**src/rtl/coffee_pkg.sv**
```systemverilog
// Shared coffee-machine definitions: coin values, change-dispenser FSM
// states, coin select and the active-low 7-segment glyphs ({g,f,e,d,c,b,a})
// used by the machine's displays.
package coffee_pkg;

  localparam int unsigned COIN_100_VALUE = 100;
  localparam int unsigned COIN_500_VALUE = 500;

  typedef enum logic [2:0] {
    IDLE,
    CHECK,
    PULSE,
    GAP,
    DONE
  } change_state_t;

  typedef enum logic {
    COIN_100,
    COIN_500
  } coin_sel_t;

  // Active-low segment patterns, bit order {g,f,e,d,c,b,a}
  localparam logic [6:0] SEG_DIGIT_0 = 7'b1000000;
  localparam logic [6:0] SEG_DIGIT_1 = 7'b1111001;
  localparam logic [6:0] SEG_DIGIT_2 = 7'b0100100;
  localparam logic [6:0] SEG_DIGIT_3 = 7'b0110000;
  localparam logic [6:0] SEG_DIGIT_4 = 7'b0011001;
  localparam logic [6:0] SEG_DIGIT_5 = 7'b0010010;
  localparam logic [6:0] SEG_DIGIT_6 = 7'b0000010;
  localparam logic [6:0] SEG_DIGIT_7 = 7'b1111000;
  localparam logic [6:0] SEG_DIGIT_8 = 7'b0000000;
  localparam logic [6:0] SEG_DIGIT_9 = 7'b0010000;
  localparam logic [6:0] SEG_DASH    = 7'b0111111;

  // Digit for 0..9, dash for anything larger
  function automatic logic [6:0] seg_encode(input int unsigned value);
    logic [6:0] seg;
    case (value)
      0:       seg = SEG_DIGIT_0;
      1:       seg = SEG_DIGIT_1;
      2:       seg = SEG_DIGIT_2;
      3:       seg = SEG_DIGIT_3;
      4:       seg = SEG_DIGIT_4;
      5:       seg = SEG_DIGIT_5;
      6:       seg = SEG_DIGIT_6;
      7:       seg = SEG_DIGIT_7;
      8:       seg = SEG_DIGIT_8;
      9:       seg = SEG_DIGIT_9;
      default: seg = SEG_DASH;
    endcase
    return seg;
  endfunction

endpackage

```
**src/rtl/coin_pulse_gen.sv**
```systemverilog
// Single-coin eject timer: on start, drives the selected coin output high
// for PULSE_CYCLES cycles, then holds both low for GAP_CYCLES cycles.
// Ports:
//   clock, reset          - rising-edge clock, synchronous active-high reset
//   start, coin_sel       - launch one coin (ignored while a coin is active)
//   coin_100_out/_500_out - registered eject pulses
//   pulse_last            - high during the final pulse cycle
//   finished              - high during the final gap cycle
module coin_pulse_gen
  import coffee_pkg::*;
#(
  parameter int unsigned PULSE_CYCLES = 2,
  parameter int unsigned GAP_CYCLES   = 2
) (
  input  logic      clock,
  input  logic      reset,
  input  logic      start,
  input  coin_sel_t coin_sel,
  output logic      coin_100_out,
  output logic      coin_500_out,
  output logic      pulse_last,
  output logic      finished
);

  localparam int unsigned MAX_CYCLES = (PULSE_CYCLES > GAP_CYCLES) ? PULSE_CYCLES : GAP_CYCLES;
  localparam int unsigned CNT_W      = $clog2(MAX_CYCLES + 1);

  logic [CNT_W-1:0] cnt;
  logic             pulsing;
  logic             gapping;

  // Counter runs down to zero in each phase; the _last/finished flags are
  // raised one cycle early so the sequencing FSM can leave on time.
  always_ff @(posedge clock) begin
    if (reset) begin
      cnt          <= '0;
      pulsing      <= 1'b0;
      gapping      <= 1'b0;
      coin_100_out <= 1'b0;
      coin_500_out <= 1'b0;
      pulse_last   <= 1'b0;
      finished     <= 1'b0;
    end else if (pulsing) begin
      if (cnt == '0) begin
        pulsing      <= 1'b0;
        gapping      <= 1'b1;
        coin_100_out <= 1'b0;
        coin_500_out <= 1'b0;
        pulse_last   <= 1'b0;
        cnt          <= CNT_W'(GAP_CYCLES - 1);
        finished     <= (GAP_CYCLES == 1);
      end else begin
        cnt        <= cnt - CNT_W'(1);
        pulse_last <= (cnt == CNT_W'(1));
      end
    end else if (gapping) begin
      if (cnt == '0) begin
        gapping  <= 1'b0;
        finished <= 1'b0;
      end else begin
        cnt      <= cnt - CNT_W'(1);
        finished <= (cnt == CNT_W'(1));
      end
    end else if (start) begin
      pulsing      <= 1'b1;
      coin_100_out <= (coin_sel == COIN_100);
      coin_500_out <= (coin_sel == COIN_500);
      cnt          <= CNT_W'(PULSE_CYCLES - 1);
      pulse_last   <= (PULSE_CYCLES == 1);
      finished     <= 1'b0;
    end
  end

endmodule

```
**src/rtl/change_dispenser.sv**
```systemverilog
// Change dispenser: pays a requested amount greedily (500 coins first, then
// 100) from tracked coin stock as eject pulses, and reports any shortfall.
// Optional macro CHANGE_DISPLAY_EN adds change_display, an active-low
// 7-segment readout of the remaining change in hundreds.
// Ports:
//   clock, reset                   - rising-edge clock, sync active-high reset
//   req_valid/req_ready/req_amount - change request handshake
//   refill_100/refill_500          - one-cycle stock increment pulses
//   coin_100_out/coin_500_out      - eject pulses to the hoppers
//   busy, done, error, shortfall   - request status
//   stock_100, stock_500           - current coin stock
module change_dispenser
  import coffee_pkg::*;
#(
  parameter int unsigned AMOUNT_W       = 12,
  parameter int unsigned STOCK_W        = 6,
  parameter int unsigned PULSE_CYCLES   = 2,
  parameter int unsigned GAP_CYCLES     = 2,
  parameter int unsigned INIT_STOCK_100 = 20,
  parameter int unsigned INIT_STOCK_500 = 10
) (
  input  logic                clock,
  input  logic                reset,
  input  logic                req_valid,
  output logic                req_ready,
  input  logic [AMOUNT_W-1:0] req_amount,
  input  logic                refill_100,
  input  logic                refill_500,
  output logic                coin_100_out,
  output logic                coin_500_out,
  output logic                busy,
  output logic                done,
  output logic                error,
  output logic [AMOUNT_W-1:0] shortfall,
`ifdef CHANGE_DISPLAY_EN
  output logic [6:0]          change_display,
`endif
  output logic [STOCK_W-1:0]  stock_100,
  output logic [STOCK_W-1:0]  stock_500
);

  localparam logic [AMOUNT_W-1:0] AMT_100   = AMOUNT_W'(COIN_100_VALUE);
  localparam logic [AMOUNT_W-1:0] AMT_500   = AMOUNT_W'(COIN_500_VALUE);
  localparam logic [STOCK_W-1:0]  STOCK_MAX = {STOCK_W{1'b1}};

  change_state_t       state;
  logic [AMOUNT_W-1:0] remaining;
  logic                sel_500_c;
  logic                sel_100_c;
  logic                start_c;
  coin_sel_t           coin_sel_c;
  logic                pulse_last;
  logic                pulse_finished;

  // Greedy coin choice, only meaningful while in CHECK
  always_comb begin
    sel_500_c  = 1'b0;
    sel_100_c  = 1'b0;
    if (state == CHECK) begin
      if (remaining >= AMT_500 && stock_500 != '0) begin
        sel_500_c = 1'b1;
      end else if (remaining >= AMT_100 && stock_100 != '0) begin
        sel_100_c = 1'b1;
      end
    end
    start_c    = sel_500_c | sel_100_c;
    coin_sel_c = sel_500_c ? COIN_500 : COIN_100;
  end

  // Request sequencing FSM with registered status outputs
  always_ff @(posedge clock) begin
    if (reset) begin
      state     <= IDLE;
      remaining <= '0;
      req_ready <= 1'b1;
      busy      <= 1'b0;
      done      <= 1'b0;
      error     <= 1'b0;
      shortfall <= '0;
    end else begin
      done <= 1'b0;
      case (state)
        IDLE: begin
          if (req_valid) begin
            remaining <= req_amount;
            error     <= 1'b0;
            shortfall <= '0;
            req_ready <= 1'b0;
            busy      <= 1'b1;
            state     <= CHECK;
          end
        end
        CHECK: begin
          if (sel_500_c) begin
            remaining <= remaining - AMT_500;
            state     <= PULSE;
          end else if (sel_100_c) begin
            remaining <= remaining - AMT_100;
            state     <= PULSE;
          end else begin
            shortfall <= remaining;
            error     <= (remaining != '0);
            done      <= 1'b1;
            state     <= DONE;
          end
        end
        PULSE: begin
          if (pulse_last) begin
            state <= GAP;
          end
        end
        GAP: begin
          if (pulse_finished) begin
            state <= CHECK;
          end
        end
        DONE: begin
          req_ready <= 1'b1;
          busy      <= 1'b0;
          state     <= IDLE;
        end
        default: begin
          req_ready <= 1'b1;
          busy      <= 1'b0;
          state     <= IDLE;
        end
      endcase
    end
  end

  // Stock counters: a refill coinciding with a payout cancels out;
  // refills at the maximum are dropped.
  always_ff @(posedge clock) begin
    if (reset) begin
      stock_100 <= STOCK_W'(INIT_STOCK_100);
      stock_500 <= STOCK_W'(INIT_STOCK_500);
    end else begin
      if (sel_100_c && !refill_100) begin
        stock_100 <= stock_100 - STOCK_W'(1);
      end else if (refill_100 && !sel_100_c && stock_100 != STOCK_MAX) begin
        stock_100 <= stock_100 + STOCK_W'(1);
      end
      if (sel_500_c && !refill_500) begin
        stock_500 <= stock_500 - STOCK_W'(1);
      end else if (refill_500 && !sel_500_c && stock_500 != STOCK_MAX) begin
        stock_500 <= stock_500 + STOCK_W'(1);
      end
    end
  end

  coin_pulse_gen #(
    .PULSE_CYCLES (PULSE_CYCLES),
    .GAP_CYCLES   (GAP_CYCLES)
  ) u_pulse_gen (
    .clock        (clock),
    .reset        (reset),
    .start        (start_c),
    .coin_sel     (coin_sel_c),
    .coin_100_out (coin_100_out),
    .coin_500_out (coin_500_out),
    .pulse_last   (pulse_last),
    .finished     (pulse_finished)
  );

`ifdef CHANGE_DISPLAY_EN
  localparam int unsigned MAX_HUNDREDS = ((2 ** AMOUNT_W) - 1) / COIN_100_VALUE;

  logic [AMOUNT_W-1:0] hundreds;
  logic [AMOUNT_W-1:0] hundreds_load_c;
  logic [AMOUNT_W-1:0] hundreds_next_c;
  logic [AMOUNT_W-1:0] rest_c;

  // req_amount / 100 by bounded repeated subtraction
  always_comb begin
    rest_c          = req_amount;
    hundreds_load_c = '0;
    for (int i = 0; i < int'(MAX_HUNDREDS); i++) begin
      if (rest_c >= AMT_100) begin
        rest_c          = rest_c - AMT_100;
        hundreds_load_c = hundreds_load_c + AMOUNT_W'(1);
      end
    end
  end

  // Track hundreds: load on accept, step down with each coin launched
  always_comb begin
    hundreds_next_c = hundreds;
    if (state == IDLE && req_valid) begin
      hundreds_next_c = hundreds_load_c;
    end else if (sel_500_c) begin
      hundreds_next_c = hundreds - AMOUNT_W'(5);
    end else if (sel_100_c) begin
      hundreds_next_c = hundreds - AMOUNT_W'(1);
    end
  end

  always_ff @(posedge clock) begin
    if (reset) begin
      hundreds       <= '0;
      change_display <= SEG_DIGIT_0;
    end else begin
      hundreds       <= hundreds_next_c;
      change_display <= seg_encode(32'(hundreds_next_c));
    end
  end
`endif

endmodule

```
**config.mk**
```make
export PLATFORM = sky130hd
export DESIGN_NAME = change_dispenser
export DESIGN_NICKNAME = d
export VERILOG_FILES = /design/src/rtl/coffee_pkg.sv /design/src/rtl/coin_pulse_gen.sv /design/src/rtl/change_dispenser.sv
export SDC_FILE = /design/constraint.sdc
export NUM_CORES = 1
export LEC_CHECK = 0
export ABC_AREA = 0
export CORE_ASPECT_RATIO = 0.8
export CORE_MARGIN = 5
export CORE_UTILIZATION = 25
export DETAILED_ROUTE_END_ITERATION = 12
export PLACE_DENSITY = 0.5
export SYNTH_ARGS = -nofsm -noshare
export SYNTH_HDL_FRONTEND = slang
export SYNTH_SLANG_ARGS = --single-unit
```
**constraint.sdc**
```tcl
create_clock -name clock -period 3.3 [get_ports clock]
set_input_delay 0.66 -clock clock [delete_from_list [all_inputs] [get_ports clock]]
set_output_delay 0.66 -clock clock [all_outputs]
set_load 0.005 [all_outputs]
```
Word-level counts from Yosys, hierarchy flattened --
Cells that the tools add are included.
Word-level totals: register bits after elaboration 51, output and inout bits 30, logic and storage cells 133
Cells by class: add/subtract/negate cells 7, magnitude comparators 2, eq/ne operators 15, mux-type cells 57, bitwise operators 4, reduce and logical (&&, ||, !) cells 32
Operators by type and width (count):
- two-way mux 12 bit | 6
- case mux 12 bit (2 select lines) | 2
- two-way mux 1 bit | 31
- two-way mux 6 bit | 4
- two-way mux 3 bit | 5
- adder 6 x 1 -> 6 bit, second input constant | 2
- >= comparator 12 x 7 -> 1 bit, second input constant | 1
- >= comparator 12 x 9 -> 1 bit, second input constant | 1
- inequality test 6 bit, second input constant | 2
- case mux 3 bit (4 select lines) | 1
- nonzero test 12 bit | 1
- nonzero test 6 bit | 2
- subtractor 12 x 7 -> 12 bit, second input constant | 1
- subtractor 12 x 9 -> 12 bit, second input constant | 1
- subtractor 6 x 1 -> 6 bit, second input constant | 2
- two-way mux 2 bit | 5
- AND reduction 3 bit | 3
- logical AND 1 bit | 8
- inequality test 2 bit, second input constant | 4
- AND reduction 2 bit | 4
- nonzero test 2 bit | 4
- equality test 3 x 2 -> 1 bit, second input constant | 2
- inequality test 2 x 1 -> 1 bit, second input constant | 3
- case mux 1 bit (2 select lines) | 3
- 13 further kinds | 19

Logic depth before layout (Yosys ltp) --
depth after elaboration 10, gate-level depth with buffers 15, depth with buffers taken out 14

Hierarchy --
Synthesis repeated with hierarchy kept, for this count alone.
Second synthesis, totals: cell total of the unflattened synthesis 366, area total of the unflattened synthesis 3031.7 um^2
Modules (own cells, without submodules):
- change_dispenser | times used 1, cells each 320, area each 2620.0 um^2, sequential area each 860.8 um^2
- coin_pulse_gen | times used 1, cells each 46, area each 411.6 um^2, sequential area each 160.2 um^2

Worst setup path before layout --
Ideal clock, no wire load.
path kind register to register, start point register remaining[3], end point register stock_100[5], library setup time 0.121 ns, arrival 3.493 ns, required time 3.179 ns, slack -0.314 ns, stages on the path, launching flop included 15, buffers on the path 0, period minus slack after synthesis 3.614 ns, cell sequence dfxtp_1 -> inv_1 -> ha_1 -> or3b_4 -> and4bb_4 -> or2_4 -> or4_4 -> inv_6 -> ha_1 -> a21o_1 -> a21oi_1 -> o21bai_1 -> a21oi_1 -> mux2i_4 -> mux2_4
On the way: longest elaborated chain between the ends 9, elaborated cells between the ends (all ways) 13
Ends and longest elaborated chain:
- start: declaration | RTL line change_dispenser.sv:47 | logic [AMOUNT_W-1:0] remaining;
- start signal: assignment | RTL line change_dispenser.sv:85 | remaining <= req_amount;
- start signal: assignment | RTL line change_dispenser.sv:95 | remaining <= remaining - AMT_500;
- start signal: assignment | RTL line change_dispenser.sv:98 | remaining <= remaining - AMT_100;
- >= comparator 12 x 7 -> 1 bit | RTL line change_dispenser.sv:62 | end else if (remaining >= AMT_100 && stock_100 != '0) begin
- logical AND 1 bit | RTL line change_dispenser.sv:62
- two-way mux 1 bit | RTL line change_dispenser.sv:62
- two-way mux 1 bit * | RTL line change_dispenser.sv:60 | if (remaining >= AMT_500 && stock_500 != '0) begin
- two-way mux 1 bit * | RTL line change_dispenser.sv:59 | if (state == CHECK) begin
- logical NOT 1 bit | RTL line change_dispenser.sv:140 | end else if (refill_100 && !sel_100_c && stock_100 != STOCK_MAX) begin
- logical AND 1 bit (2 in a row) | RTL line change_dispenser.sv:140
- nonzero test 2 bit (no line)
- end signal: assignment | RTL line change_dispenser.sv:135 | stock_100 <= STOCK_W'(INIT_STOCK_100);
- end signal: assignment | RTL line change_dispenser.sv:139 | stock_100 <= stock_100 - STOCK_W'(1);
- end signal: assignment | RTL line change_dispenser.sv:141 | stock_100 <= stock_100 + STOCK_W'(1);
- end: declaration | RTL line change_dispenser.sv:38 | output logic [STOCK_W-1:0] stock_100,
Mark *: on every way between the ends. The rest lies on a longest branch, timed or not. A chain may end at the register's enable or synchronous reset.

Final worst setup path --
Ends and elaborated chain as after synthesis.

==> flow_summary.json <==
{
  "dr.pass1.iters": 4,
  "slew_headroom_pct": 37.1,
  "power_density_nw_per_um2": 664,
  "final_max_slew_viol_count": 0,
  "diodes": 0,
  "placed_area_um2": 3980,
  "yosysSeqAreaShare_pct": 33.0,
  "avgSynthCellArea_um2": 8.37,
  "clk_pin_slew_ns": 0.07,
  "dominantRegCellSynth": "dfxtp_1",
  "hold_buffers": 0,
  "clkLatencyLatePin_ns": 0.29,
  "ff_latch_area_um2": 1020,
  "critPathArrivalTime_ns": 3.50,
  "wl_per_cell_um": 14.9,
  "fillers": 1281,
  "power_leakage_nw": 1.64,
  "first_global_vias": 2896,
  "yosysWarnings": 0,
  "cts_htree_levels": 2,
  "netlist_top_cells_count": "dfxtp_1, nor2_1, a21oi_1",
  "maxCapViolCount": 0,
  "synth_edf_count": 0,
  "final-setup-viol-count": 1,
  "die-area_um2": 14700,
  "ant_nets": 0,
  "synth_top_area_share_pct": 33.0,
  "clock-root-buffer": "clkbuf_16",
  "multi_input_area_um2": 1930,
  "gp_congestion": 0.881,
  "fp.dieH_um": 110,
  "dpl.hpwl_um": 6810,
  "wl_um": 8920,
  "final.period_utilization_pct": 101,
  "cp_max_fo": 2,
  "timing_worst_setup_path_type": "flip-flop to flip-flop",
  "vias_per_cell": 4.87,
  "antenna_found_initial": 0,
  "synth_fp_nets": 403,
  "status": "finished, violations left",
  "clock-sinks": 51,
  "cp.required_ns": 3.48,
  "area_growth_pct": 34.3,
  "track_usage_pct": 12.3,
  "synth-seq-cells": 51,
  "final_util_pct": 34.2,
  "fmax_mhz": 301,
  "grt_max_degree": 52,
  "yosysTopAreaCell": "dfxtp_1",
  "cp-end-kind": "flip-flop",
  "core_area_um2": 12200,
  "start_util_pct": 25.5,
  "drc": 0,
  "grt_pass1_wl_um": 14300,
  "ys_types": 68,
  "synth_area_um2": 3100,
  "worst_slew_pin_slew_ns": 0.943,
  "cts_tree": "done",
  "pre_cts_ws_ns": -0.0562,
  "layout_min_cycle_time_ns": 3.32,
  "synth_area_leaders": "dfxtp_1, nor2_1, ha_1",
  "grt_remaining_overflow": 0,
  "hp-class": "flip-flop to flip-flop",
  "numCtsBuffers": 5,
  "finClkSkew_ns": 0.00607,
  "stdcell_area_um2": 4160,
  "synth.most_common_cell": "dfxtp_1",
  "final-hold-violation-count": 0,
  "io_buffers": 46,
  "cp-start-kind": "flip-flop",
  "finalWorstSetupSlack_ns": -0.0221,
  "async_reset_ff_share_pct": 0,
  "fin_nets": 479,
  "syn_inst": 370,
  "vias": 2915,
  "rows": 36,
  "clock_path_buffers": 2,
  "ir_worst_vdd_uv": 260,
  "layout-drive-gt1-share_pct": 17.7,
  "placedCellCount": 591,
  "io_pins": 47,
  "rsz0062_at_grt": "true",
  "fin_cells": 598,
  "violations": "negative setup slack",
  "die_x_um": 134,
  "drt-initial-drc-count": 200
}
[cells by family (layout without fill, tap and decap cells)]
| kind of cell | after synthesis | after routing | synth area share, % |
|---|---|---|---|
| and+or+nand+nor | 136 | 136 | 22.9 |
| AOI/OAI and AO/OA | 95 | 95 | 21.2 |
| DFF | 51 | 51 | 33.0 |
| buffers and inverters | 41 | 117 | 5.62 |
| muxes | 21 | 21 | 7.51 |
| adders and majority gates | 17 | 17 | 7.27 |
| xor gates and xnor gates | 9 | 9 | 2.55 |
[through the flow]
stage	setup TNS, ns	hold slack (ns)	power [W]
global route	-0.153	0.474	0.00295
floorplan	-0.146	0.450	0.00164
finish	-0.0221	0.461	0.00276
CTS	-0.0623	0.468	0.00278
detailed placement	-0.0562	0.452	0.00218
global placement	-0.00126	0.449	0.00217
[cell type report]
class,count,share of cell area [%]
Sequential cell,51,24.6
Tap cell,152,4.57
Inverter,22,2.11
Multi-Input combinational cell,278,46.4
Timing Repair Buffer,88,18.5
Clock inverter,1,0.722
Clock buffer,6,3.10
[state kept, by name, indices dropped and copies added, names as in the netlist, 2 cells and up]
signal	count
remaining	12
shortfall	12
stock_100	6
stock_500	6
state	3
u_pulse_gen.cnt	2
[worst paths after layout]
path | slack (ns) | cells past startpoint | startpoint | end
max | -0.02 | 14 | remaining[3]$_SDFFE_PP0P_ | stock_100[5]$_SDFFE_PP0P_
min | 0.46 | 2 | busy$_SDFFE_PP0P_ | busy$_SDFFE_PP0P_
max reg2reg | -0.02 | 14 | remaining[3]$_SDFFE_PP0P_ | stock_100[5]$_SDFFE_PP0P_
min reg2reg | 0.46 | 2 | busy$_SDFFE_PP0P_ | busy$_SDFFE_PP0P_
[per-layer routing]
layer  track usage, %  routed length [um]  vias to the layer above
met5                0                   0                        -
met4             4.22                  30                        0
met3             2.79                 397                        2
met2             19.5                4000                       54
met1             16.6                4490                     1363
li1                 -                   -                     1496
[critical path, stage by stage, from the launching register on]
cell and delay (ns):
dfxtp_2 0.33, inv_2 0.05, ha_1 0.12, or3b_4 0.37
and4bb_4 0.21, or2_4 0.25, or4_4 0.44, clkinv_4 0.06
ha_1 0.22, a21o_1 0.19, a21oi_2 0.14, o21bai_1 0.09
a21oi_2 0.19, mux2i_4 0.25, mux2_4 0.31
[report_power, final]
part | switching (W) | internal, W
clock | 0.000229 | 0.000354
sequential | 0.0000977 | 0.000713
combinational | 0.000725 | 0.000643
total | 0.00105 | 0.00171
[timing repair]
item,4_1_cts,5_1_grt
pin swaps,2,3
resized for setup,2,5
endpoints found under the setup margin,1,3
buffers inserted,0,0
[layout by cell type, fill, tap and decap left out, types with 4 or more instances in the layout]
master,netlist,layout
a211oi_1,6,6
a21o_1,5,5
a21oi_1,29,26
a22oi_1,4,4
a31oi_1,5,5
and3_1,6,6
buf_4,1,42
clkbuf_16,0,5
clkdlybuf4s50_1,0,45
dfxtp_1,51,49
ha_1,14,13
inv_1,21,20
mux2i_1,17,17
nand2_1,20,20
nand2b_1,9,9
nand3_1,11,10
nand4_1,5,5
nor2_1,49,48
nor3_1,12,12
nor3b_1,4,4
o21ai_0,11,11
o32ai_1,4,4
xnor2_1,6,6
Note: power is estimated with default switching activity, not from simulation.
